[src/rtl/ara_sig_dumper.sv]
// ara_sig_dumper: on end-of-computation, streams the signature memory region out as 32-bit words.
// The runtime cycle count and the exit code are latched when end-of-computation is detected.
module ara_sig_dumper #(
    parameter int unsigned DataWidth = 128,
    parameter int unsigned AddrWidth = 64,
    parameter int unsigned CntWidth  = 64
) (
    input  logic                 clk_i,
    input  logic                 rst_i,
    input  logic [63:0]          exit_i,
    input  logic [AddrWidth-1:0] sig_begin_i,
    input  logic [AddrWidth-1:0] sig_end_i,
    output logic                 mem_req_o,
    output logic [AddrWidth-1:0] mem_addr_o,
    input  logic                 mem_gnt_i,
    input  logic                 mem_rvalid_i,
    input  logic [DataWidth-1:0] mem_rdata_i,
    output logic                 word_valid_o,
    input  logic                 word_ready_i,
    output logic [31:0]          word_o,
    output logic                 done_o,
    output logic                 fail_o,
    output logic [62:0]          exit_code_o,
    output logic [CntWidth-1:0]  cycles_o
);
    localparam int unsigned W  = DataWidth / 32;
    localparam int unsigned KW = (W > 1) ? $clog2(W) : 1;

    typedef enum logic [2:0] {IDLE, REQ, WAIT, EMIT, DONE} state_e;

    state_e               state_q, state_d;
    logic [CntWidth-1:0]  cnt_q;
    logic [AddrWidth-1:0] addr_q, end_q, addr_nx;
    logic [KW-1:0]        k_q, k_begin;
    logic [DataWidth-1:0] beat_q;
    logic [62:0]          code_q;
    logic                 empty, last_k;

    // k is the word slot inside a beat; tracking it avoids a modulo per word
    assign k_begin = KW'((sig_begin_i >> 2) % AddrWidth'(W));
    assign last_k  = k_q == KW'(W - 1);
    assign addr_nx = addr_q + AddrWidth'(4);
    assign empty   = sig_begin_i >= sig_end_i;

    always_ff @(posedge clk_i or posedge rst_i) begin
        if (rst_i) state_q <= IDLE;
        else       state_q <= state_d;
    end

    always_comb begin
        state_d = state_q;
        case (state_q)
            IDLE:    if (exit_i[0]) state_d = empty ? DONE : REQ;
            REQ:     if (mem_gnt_i) state_d = WAIT;
            WAIT:    if (mem_rvalid_i) state_d = EMIT;
            EMIT:    if (word_ready_i) state_d = (addr_nx == end_q) ? DONE : last_k ? REQ : EMIT;
            default: state_d = state_q;
        endcase
    end

    always_ff @(posedge clk_i or posedge rst_i) begin
        if (rst_i) begin
            cnt_q  <= '0;
            addr_q <= '0;
            end_q  <= '0;
            k_q    <= '0;
            beat_q <= '0;
            code_q <= '0;
        end else begin
            case (state_q)
                IDLE: begin
                    if (exit_i[0]) begin
                        code_q <= exit_i[63:1];
                        addr_q <= sig_begin_i;
                        end_q  <= sig_end_i;
                        k_q    <= k_begin;
                    end else if (~&cnt_q) begin
                        cnt_q <= cnt_q + 1'b1;
                    end
                end
                WAIT: if (mem_rvalid_i) beat_q <= mem_rdata_i;
                EMIT: begin
                    if (word_ready_i) begin
                        addr_q <= addr_nx;
                        k_q    <= last_k ? '0 : k_q + 1'b1;
                    end
                end
                default: ;
            endcase
        end
    end

    assign mem_req_o    = state_q == REQ;
    assign mem_addr_o   = mem_req_o ? addr_q - AddrWidth'({k_q, 2'b00}) : '0;
    assign word_valid_o = state_q == EMIT;
    assign word_o       = word_valid_o ? beat_q[32*k_q +: 32] : '0;
    assign done_o       = state_q == DONE;
    assign fail_o       = |code_q;
    assign exit_code_o  = code_q;
    assign cycles_o     = cnt_q;
endmodule

[config.mk]
export PLATFORM = sky130hd
export DESIGN_NAME = ara_sig_dumper
export DESIGN_NICKNAME = d
export VERILOG_FILES = /design/src/rtl/ara_sig_dumper.sv
export SDC_FILE = /design/constraint.sdc
export NUM_CORES = 1
export LEC_CHECK = 0
export BUFFER_PORTS_ARGS = -buffer_cell sky130_fd_sc_hd__buf_2
export CAP_MARGIN = 30
export CORE_MARGIN = 3
export CORE_UTILIZATION = 35
export CTS_CLUSTER_DIAMETER = 40
export CTS_CLUSTER_SIZE = 25
export DETAILED_ROUTE_END_ITERATION = 7
export MAX_ROUTING_LAYER = met4
export SETUP_SLACK_MARGIN = 0.05
export SYNTH_ARGS = -nofsm -noshare
export SYNTH_HDL_FRONTEND = slang
export SYNTH_SLANG_ARGS = --single-unit
export TNS_END_PERCENT = 10
[constraint.sdc]
create_clock -name clk_i -period 14.5 [get_ports clk_i]
set_input_delay 0.725 -clock clk_i [delete_from_list [all_inputs] [get_ports clk_i]]
set_output_delay 0.725 -clock clk_i [all_outputs]
set_load 0.01 [all_outputs]
==> impl_metrics.json <==
{
  "status": "finished, final reports clean",
  "globalplace.congestion": 0.9312,
  "p_sw_uw": 2423,
  "cp-end-kind": "output pin",
  "internal-power_uw": 3918,
  "cts_sinks": 388,
  "die_x_um": 261.1,
  "setup_ws_ps": 8106,
  "die_area_um2": 68190,
  "path_class": "register to output pin",
  "p_sw_share_pct": 38.21,
  "io-pin-count": 552,
  "cts_resized": 0,
  "synth_edf_count": 0,
  "synth_warnings": 0,
  "die_y_um": 261.1,
  "syn_inst": 2257,
  "layout_commonest_cell": "buf_2",
  "timing.rr.start": "addr_q[9]$_DFFE_PP0P_",
  "synth-seq-cells": 388,
  "maxSlewViolCount": 0,
  "leakage_uw": 0.01345,
  "maxCapViolCount": 0,
  "io_buffers": 551,
  "initial_core_util_pct": 35.73,
  "fin_nets": 3153,
  "fin_setup_tns_ps": 0,
  "cts_root_buf": "clkbuf_16",
  "period_minus_slack_ps": 6394,
  "coreArea_um2": 63770,
  "synth_nets": 2652,
  "path_cells": "buf_4 > ha_1 > inv_1 > fa_1 > or4_1 > nor4b_2 > and2_1 > and4_1 > nand4_1 > or2_1 > or3_1 > a21oi_1 > buf_2",
  "p_seq_share_pct": 33.5,
  "vdd_drop_max_mv": 0.1447,
  "row_count": 92,
  "grt-ovfl-total": 0,
  "worst_path_max_delay_cell": "or4_1",
  "max_freq_ghz": 0.1564,
  "vias": 19970,
  "required_ps": 13780,
  "startpoint_type": "register",
  "power.density_nw_per_um2": 216.2,
  "finalHoldViolCount": 0,
  "p_clk_share_pct": 30.8,
  "r2r.worst_path.cells": 9,
  "wl_per_cell_um": 22.35,
  "worst-path-max-fanout": 36,
  "cts_hold_buf": 0,
  "routed_wirelength_um": 82640,
  "antenna_found_initial": 31,
  "multi_input_area_um2": 12160,
  "cp.arrival_ps": 5670,
  "cpPeakStageDelay_ps": 670,
  "grt_pass1_vias": 20240,
  "maxSlewHeadroom_pct": 32.52,
  "synth_area_um2": 22780,
  "ant_nets": 0,
  "pwr-share-comb_pct": 35.8,
  "insertion_delay_ps": 620,
  "n_fill_cell": 6070,
  "clockBufferDepth": 3,
  "synth.avg_cell_area_um2": 10.09,
  "setup_viol": 0,
  "final_cell_mix": "551 x buf_2, 386 x dfrtp_1, 255 x mux2_2, 159 x nor2_1, 144 x a21oi_1",
  "cts_buffers": 80,
  "viasPerCell": 5.400,
  "seq_area_frac_synth_pct": 42.62,
  "tritoncts": "done",
  "first_pass_iters": 7,
  "grt_pass1_wl_um": 122000,
  "rsz0062_at_grt": "false",
  "dp_slack_ps": 8779,
  "synthArstFlopShare_pct": 100.0,
  "fin_crit_sh_pct": 44.09,
  "synth_cell_type_count": 76,
  "max_slew.worst_pin.slew_ps": 1010,
  "cts_setup_buffers": 0,
  "grt_max_degree": 107,
  "groute.usage.overall_pct": 24.12,
  "htree_levels": 3,
  "final.setup_skew_ps": 40.77,
  "cts.clk_slew.worst_paths_ps": 40,
  "synth_ff_type": "dfrtp_1",
  "hp-class": "input pin to async pin",
  "regArea_um2": 9712,
  "reg2reg_slack_ps": 10230,
  "dpl.hpwl_um": 62590,
  "drc": 0,
  "initialDrtViolationCount": 1424,
  "reg2reg_to": "state_q[1]$_DFFE_PP0P_",
  "drive_above_1_share_pct": 36.80,
  "area_delta_synth_final_pct": 28.72
}
## metrics by stage
stage / cell area (um2) / hold slack [ps] / utilization (%) / total power, uW / instances
floorplan: 22780 / 475.2 / - / 3547 / 2257
global placement: 26170 / 475.6 / 41.04 / 4313 / 3515
detailed placement: 26200 / 476.7 / 41.08 / 4371 / 3516
global route: 29320 / 304.6 / 45.97 / 6682 / 3694
CTS: 29090 / 262.4 / 45.61 / 6360 / 3663
finish: 29330 / 257.6 / 45.99 / 6342 / 3698
## cell families (layout without fill, tap and decap cells)
| kind of cell | after synthesis | count (layout) | synth area share, % |
|---|---|---|---|
| buffers and inverters | 245 | 811 | 4.234 |
| XOR/XNOR | 205 | 205 | 7.881 |
| AO/OA/AOI/OAI | 326 | 326 | 8.276 |
| other | 0 | 29 | 0 |
| flip-flops | 388 | 388 | 42.62 |
| adder cells (fa/ha/maj) | 70 | 70 | 3.877 |
| multiplexers | 291 | 291 | 15.94 |
| AND/OR/NAND/NOR | 732 | 732 | 17.17 |
## final cells by class
type | count | area share [%]
multi-input cells | 1624 | 41.45
flip-flops and latches | 388 | 33.12
repair buffers | 579 | 10.60
clock buffers | 95 | 7.326
well taps | 846 | 3.610
clock inverters | 52 | 2.534
inverters | 85 | 1.118
diodes | 29 | 0.2475
## power groups by stage
stage	registers [uW]	clock network, uW	logic, uW
2_1_floorplan	1810	0	1730
3_3_place_gp	2100	0	2220
3_5_place_dp	2120	0	2250
4_1_cts	2110	1980	2260
5_1_grt	2190	2040	2460
6_report	2120	1950	2270
## layer usage
metal,wire length (um),vias to the layer above,global-route usage (%)
met4,3836,0,11.40
met5,0,-,-
met3,6473,186,6.518
li1,-,9206,-
met2,39450,790,38.57
met1,32880,9789,28.27
## how the worst max path moves through the flow
stage                                  start               endpoint  slack, ps  cells after the start
after floorplan                        rst_i  addr_q[0]$_DFFE_PP0P_       2990                      1
after global placement    k_q[0]$_DFFE_PP0P_         mem_addr_o[58]       8850                     13
after detailed placement  k_q[0]$_DFFE_PP0P_         mem_addr_o[58]       8780                     13
after CTS                 k_q[0]$_DFFE_PP0P_         mem_addr_o[58]       8130                     13
after global routing      k_q[0]$_DFFE_PP0P_         mem_addr_o[62]       7820                     14
final                     k_q[0]$_DFFE_PP0P_         mem_addr_o[58]       8110                     13
## flip-flops by register name (all words and copies together), names as in the netlist
register	cells
addr_q	64
exit_code_o	63
beat_q	128
end_q	64
cycles_o	64
k_q	2
state_q	3
## critical path: cells and delay by family (launching register included)
family	cells	cell delay, ps
simple gates	7	3050
buf+inv	3	830
fa+ha+maj	2	700
flops	1	330
compound gates	1	150
## cells in the mapped netlist, types with 5 or more instances
master	instances	area, um2
a211oi_1	6	45.04
a21o_1	14	105.1
a21oi_1	145	725.7
a22oi_1	7	52.55
a31oi_1	10	62.56
and2_1	11	68.82
and3_1	70	437.9
and4_1	23	201.4
buf_1	11	41.29
buf_2	15	75.07
buf_4	7	52.55
clkbuf_1	127	476.7
dfrtp_1	388	9709
ha_1	69	863.3
inv_1	84	315.3
mux2_2	255	2872
mux4_2	32	720.7
nand2_1	137	514.2
nand2b_1	9	56.30
nand3_1	75	375.4
nand4_1	69	431.7
nor2_1	159	596.8
nor2b_1	6	37.54
nor3_1	52	260.3
nor4_1	48	300.3
o21ai_0	81	405.4
o22ai_1	25	156.4
or2_2	5	31.28
or3_1	16	100.1
or4_1	17	127.6
xnor2_1	137	1200
xor2_1	68	595.6
Power figures use the tool's default switching activity.
